### src/rtl/disp_arbiter.sv
// Two-requester round-robin owner of a 16-bit seven-segment display value with a fixed dwell per grant.
// Optional macro DISP_ARB_PREEMPT_EN lets requester 0 cut short a grant held by requester 1.
module disp_arbiter #(
  parameter int unsigned DWELL_CYC = 50000000
) (
  input  logic        clk_i,
  input  logic        rst_i,
  input  logic [1:0]  req_i,
  input  logic [15:0] data0_i,
  input  logic [15:0] data1_i,
  output logic [1:0]  gnt_o,
  output logic [1:0]  done_o,
  output logic [15:0] reg_16_o,
  output logic        valid_o
);

  localparam int unsigned CW = $clog2(DWELL_CYC + 1);
  localparam logic [CW-1:0] CNT_LAST = CW'(DWELL_CYC - 1);

  typedef enum logic [1:0] {IDLE, SHOW, RELEASE} state_t;

  state_t        state, state_n;
  logic [CW-1:0] cnt, cnt_n;
  logic          last, last_n;
  logic [1:0]    gnt_n, done_n;
  logic [15:0]   reg_n;
  logic          valid_n;
  logic          win;
  logic          owner_req;
  logic          preempt;

  // During SHOW, 'last' is the current owner.
  assign owner_req = last ? req_i[1] : req_i[0];
  assign win       = (req_i == 2'b11) ? ~last : req_i[1];

`ifdef DISP_ARB_PREEMPT_EN
  // After a preempted requester-1 grant the pointer is 1, so requester 0 wins the next tie.
  assign preempt = last & req_i[0];
`else
  assign preempt = 1'b0;
`endif

  always_comb begin
    state_n = state;
    cnt_n   = cnt;
    last_n  = last;
    gnt_n   = gnt_o;
    done_n  = '0;
    reg_n   = reg_16_o;
    valid_n = valid_o;
    case (state)
      IDLE: begin
        if (req_i != 2'b00) begin
          state_n = SHOW;
          gnt_n   = win ? 2'b10 : 2'b01;
          valid_n = 1'b1;
          reg_n   = win ? data1_i : data0_i;
          cnt_n   = '0;
          last_n  = win;
        end
      end
      SHOW: begin
        if (cnt == CNT_LAST || !owner_req || preempt) begin
          state_n = RELEASE;
          gnt_n   = '0;
          valid_n = 1'b0;
          done_n  = last ? 2'b10 : 2'b01;
          cnt_n   = '0;
        end else begin
          cnt_n = cnt + 1'b1;
          reg_n = last ? data1_i : data0_i;
        end
      end
      RELEASE: state_n = IDLE;
      default: state_n = IDLE;
    endcase
  end

  always_ff @(posedge clk_i) begin
    if (rst_i) begin
      state    <= IDLE;
      cnt      <= '0;
      last     <= 1'b1;
      gnt_o    <= '0;
      done_o   <= '0;
      reg_16_o <= '0;
      valid_o  <= 1'b0;
    end else begin
      state    <= state_n;
      cnt      <= cnt_n;
      last     <= last_n;
      gnt_o    <= gnt_n;
      done_o   <= done_n;
      reg_16_o <= reg_n;
      valid_o  <= valid_n;
    end
  end

endmodule

### config.mk
export PLATFORM = sky130hd
export DESIGN_NAME = disp_arbiter
export DESIGN_NICKNAME = d
export VERILOG_FILES = /design/src/rtl/disp_arbiter.sv
export SDC_FILE = /design/constraint.sdc
export NUM_CORES = 1
export LEC_CHECK = 0
export CELL_PAD_IN_SITES_DETAIL_PLACEMENT = 1
export CELL_PAD_IN_SITES_GLOBAL_PLACEMENT = 2
export CORE_MARGIN = 3
export CORE_UTILIZATION = 31
export CTS_BUF_LIST = sky130_fd_sc_hd__clkbuf_2 sky130_fd_sc_hd__clkbuf_4 sky130_fd_sc_hd__clkbuf_8
export DETAILED_ROUTE_END_ITERATION = 16
export PLACE_DENSITY_LB_ADDON = 0.1
export SLEW_MARGIN = 20
export SYNTH_ARGS = -nofsm -noshare
export SYNTH_HDL_FRONTEND = slang
export SYNTH_SLANG_ARGS = --single-unit
export TNS_END_PERCENT = 100
### constraint.sdc
create_clock -name clk_i -period 2.3 [get_ports clk_i]
set_input_delay 0.345 -clock clk_i [delete_from_list [all_inputs] [get_ports clk_i]]
set_output_delay 0.345 -clock clk_i [all_outputs]
set_load 0.05 [all_outputs]
# Word level (Yosys, flattened, before mapping)
# Index checks and enable logic that the tools add are counted.
totals:
  out_inout_bits: 21
  ff_bits: 50
  mem_bits_rw: 0
  in_bits: 36
  word_cells: 49
  romBits: 0
  n_memories: 0
  latch_bits: 0
classes:
  muxes: 21
  n_bitwise: 3
  n_eq_ne: 6
  n_reduce_logical: 11
  n_mul: 0
  n_addsub: 1
  n_shift: 0
  magnitude_cmp: 0
  div_mod_pow: 0
op_table:
  columns: ["op", "n"]
  rows:
  - ["$mux W16", 4]
  - ["$mux W26", 2]
  - ["$pmux W26 S2", 1]
  - ["$pmux W16 S2", 1]
  - ["$add A26 B1 Y26 const B", 1]
  - ["$eq A26 B26 Y1 const B", 1]
  - ["$mux W2", 6]
  - ["$pmux W2 S2", 2]
  - ["$ne A2 B2 Y1 const B", 3]
  - ["$reduce_and A2 Y1", 3]
  - ["$reduce_and A3 Y1", 2]
  - ["$mux W1", 4]
  - ["$reduce_bool A2 Y1", 2]
  - ["$not A1 Y1", 3]
  - ["$reduce_or A3 Y1", 1]
  - ["$eq A2 B1 Y1 const B", 1]
  - ["$eq A2 B2 Y1 const B", 1]
  - ["$logic_not A2 Y1", 1]
  - ["$pmux W1 S2", 1]
  - ["$logic_not A1 Y1", 1]
  - ["$logic_or A1 B1 Y1", 1]

# Longest topological paths before layout
# Gate-level depths: netlist of the first run.
logic_depth:
  depth_word: 5
  ltp_mapped: 8
  depth_no_buf: 6

# Worst setup path before layout of the first run
# Ideal clock, no wire load.
synth_timing:
  kind: "register -> register"
  start: "register cnt[16]"
  end: "register cnt[21]"
  period_less_slack_ps: 1928
  setup_time_ps: 122
  arrival_ps: 1806
  path_stages_with_launch: 7
  slack_ps: 372
  n_path_buf: 1
  path_cell_list: "dfxtp_1 > or4b_4 > nor4_4 > a2111oi_1 > buf_6 > and3_1 > a221o_1"
synth_via:
  elab_chain_len: 4
  elab_cells_between_ends: 5
  cone_classes: "1 x add/sub; 1 x eq/ne; 2 x mux; 1 x reduce/logical"
synth_rtl:
  columns: ["item", "line_no", "source"]
  rows:
  - ["from (decl)", "23", "logic [CW-1:0] cnt, cnt_n;"]
  - ["from (signal assigned)", "90", "cnt <= cnt_n;"]
  - ["parallel branches: the longest is 2 deep, another holds $add A26 B1 Y26", null, null]
  - ["$mux W26 (*)", "63", "if (cnt == CNT_LAST || !owner_req || preempt) begin"]
  - ["$pmux W26 S2 (*)", "51", "case (state)"]
# Every way passes the cells marked *.
# A chain may end at the register's enable or synchronous reset.

# Worst setup path after layout of the first run
# Same ends and word-level chain as after synthesis.

==> metrics.md, run 1 <==
| Metric | Value |
|---|---|
| Outcome | `finished clean` |
| Max cap viols | `0` |
| Worst Hold Depth | `2` |
| Layout cells sized above 1 | `17.5%` |
| Antenna Cells | `0` |
| Worst endpoint required time | `2.49 ns` |
| Post-Syn Instances | `280` |
| Synth unique cells | `50` |
| CTS tree | `done` |
| Skew-Pair Late Insertion Delay | `0.30 ns` |
| CP Max Fanout | `10` |
| Largest net degree at the start of global routing | `24` |
| DR vias/cell | `5.02` |
| Initial antenna violation count | `0` |
| RR Endpoint | `cnt[21]` |
| Initial core utilization | `32.3%` |
| Hold-fix buffers, CTS | `0` |
| Post-route clock period utilization | `between 90% and 100%` |
| Commonest non-fill, non-tap cell in the layout | `clkdlybuf4s50_1` |
| EDFF count, synth | `0` |
| Die span in x | `approximately 96 um` |
| Largest area contributor in the netlist | `dfxtp_1` |
| Most used DFF post-synth | `dfxtp_1` |
| R2R setup slack | `0.20 ns` |
| Total power draw | `2130 uW` |
| Total GRT Usage | `15.4%` |
| Worst-Margin Slew | `0.612 ns` |
| Final-report hold violation count | `0` |
| Vias in the first global route | `roughly 2300` |
| H-tree Lvls | `2` |
| Avg Cell Area, Syn | `~9.1 um^2` |
| Top-area cell type share of the netlist area | `roughly two fifths` |
| Die footprint | `9300 um^2` |
| GP Congestion | `~0.75` |
| Die Ht | `96.5 um` |
| Crit path capture type | `flop` |
| Post_cts resized | `0` |
| Worst Hold End | `gnt_o[0]` |
| Global route overflow | `0` |
| Layout area overhead | `38.0%` |
| # IOs | `57` |
| #FFs+latches synth | `50` |
| Clock sink count | `50` |
| Nets | `roughly 400` |
| DRC | `0` |
| Syn. warnings | `0` |
| Root buffer cell | `clkbuf_8` |
| Max clock buf depth | `2` |
| R2r startpoint | `cnt[16]` |
| Leakage | `0.00130 uW` |
| Total number of vias | `around 2300` |
| Power per cell area | `around 610 nW/um^2` |
| Ys async rst share | `0%` |
| Syn nets | `317` |
| Hold path startpoint | `gnt_o[0]` |
| CTS buffer count | `5` |
| Sum Neg Setup Slack | `0 ns` |
| Crit path arrival time | `2.30 ns` |
| Most frequent cells in the layout | `clkdlybuf4s50_1 (56), dfxtp_1 (50), nor2_1 (35)` |
| DR WL/cell | `14.8 um` |
| Crit Path Class | `reg2reg` |
| Final HPWL DP | `5330 um` |
| Num rows | `32` |
| Final Slew Violations | `0` |
| Fillers | `a little over 900` |
| Seq/Total Area, Yosys | `39.5%` |
| CP startpoint kind | `flop` |
| Antenna viol nets, final | `0` |
| Drt first pass iters | `4` |
| Post-layout minimum cycle time | `2.10 ns` |
| Postcts setup bufs | `0` |
| Peak supply drop | `0.261 mV` |
| First-pass GRT wire length | `11300 um` |
| Wirelength, routed | `between 6000 and 7000 um` |
| Mapped Area | `roughly 2500 um^2` |
| Clk slew on worst S/H paths | `approximately 0.10 ns` |
| Worst hold-check path type | `reg2reg` |
| Worst reg2reg path depth | `6` |
| RSZ-0062 raised after global routing | `no` |
| Core Area | `7850 um^2` |
| Fmax | `475 MHz` |
| Main area contributors after synthesis | `dfxtp_1 (39%), mux2i_1 (6.7%), nor2_1 (5.5%)` |
| Skew final | `around 0.0079 ns` |
| Initial drt markers | `53` |
| Final Setup Violations | `0` |
| Max-slew headroom | `59.2%` |
| Port Buf Inserts | `56` |
==> how the worst max path moves through the flow <==
stage | from | end | slack (ns) | cells after the start
finish | cnt[16] | cnt[21] | 0.20 | 6
global route | cnt[12] | reg_16_o[4] | 0.03 | 6
CTS | cnt[16] | cnt[6] | 0.05 | 6
detailed placement | req_i[0] | reg_16_o[11] | -0.25 | 7
global placement | req_i[0] | reg_16_o[13] | -0.21 | 7
floorplan | cnt[16] | cnt[21] | 0.37 | 6
==> kinds of logic after synthesis <==
family | after synthesis | share of synthesized area (%)
mux | 17 | 6.71
xor+xnor | 18 | 6.22
simple gates | 132 | 28.4
compound gates | 41 | 14.5
flops | 50 | 39.5
buf+inv | 21 | 4.19
fa+ha+maj | 1 | 0.493
==> power breakdown <==
part	switching [uW]	total [uW]	internal, uW
combinational	372	636	264
clock	303	545	243
sequential	31.4	951	919
total	706	2130	1430
==> critical path, cell delays in order (launching register included) <==
cell and delay, ns:
dfxtp_1 0.33, or4b_4 0.56, nor4_4 0.30, a2111oi_1 0.16, buf_4 0.22, and3_1 0.17
a221o_1 0.26
==> Yosys cell counts, drive strengths merged, types with 2 or more instances <==
master / number
nor4: 7
mux2i: 17
nand3: 11
a211oi: 16
dfxtp: 50
nor3: 23
xnor2: 9
o21ai: 3
and3: 4
a221o: 2
and4: 2
xor2: 9
a21oi: 4
buf: 10
a31oi: 4
nor2b: 4
a2111oi: 3
clkbuf: 5
nand2: 21
a41oi: 2
a2bb2oi: 2
nand2b: 6
nor2: 37
or2: 3
nand4: 8
or4b: 2
inv: 6
==> layout make-up <==
type                       count  area, um^2  area share, %
multi-input combinational    209        1440           41.2
inverter                       6        22.5          0.643
timing repair buffer          88         813           23.2
tap                          102         128           3.65
clock inverter                 2        12.5          0.357
clock buffer                   6        82.6           2.36
sequential                    50        1000           28.6
==> metrics by stage <==
| stage | util (%) | area (um^2) | hold slack (ns) | worst slack [ns] | cells |
|---|---|---|---|---|---|
| after floorplan | - | 2540 | 0.452 | 0.372 | 280 |
| after global placement | 43.1 | 3390 | 0.445 | -0.211 | 454 |
| after detailed placement | 43.1 | 3390 | 0.448 | -0.254 | 454 |
| after CTS | 44.4 | 3480 | 0.468 | 0.0512 | 462 |
| after global routing | 44.6 | 3500 | 0.498 | 0.0313 | 463 |
| final | 44.6 | 3500 | 0.463 | 0.197 | 463 |
==> per-layer routing <==
| layer | share of wire [%] | routed length [um] | global-route usage [%] | vias to the layer above |
|---|---|---|---|---|
| li1 | - | - | - | 1167 |
| met1 | 49 | 3330 | 20.6 | 1106 |
| met2 | 45 | 3070 | 25.3 | 48 |
| met3 | 6.3 | 433 | 3.25 | 4 |
| met4 | 0.58 | 40 | 3.86 | 0 |
| met5 | 0 | 0 | 0 | - |
==> registers in the layout (all words and copies together), names as in the netlist <==
signal,count
cnt,26
reg_16_o,16
last,1
valid_o,1
state,2
done_o,2
gnt_o,2
No activity file was read; power rests on OpenSTA's default activity.
==> run 2, diff against run 1 <==
--- a/config.mk
+++ b/config.mk
@@ -5,6 +5,7 @@
 export SDC_FILE = /design/constraint.sdc
 export NUM_CORES = 1
 export LEC_CHECK = 0
+export ABC_AREA = 0
 export CELL_PAD_IN_SITES_DETAIL_PLACEMENT = 1
 export CELL_PAD_IN_SITES_GLOBAL_PLACEMENT = 2
 export CORE_MARGIN = 3
==> results of run 2 <==
No change in the layout: final DEF, timing and power equal those of run 1.
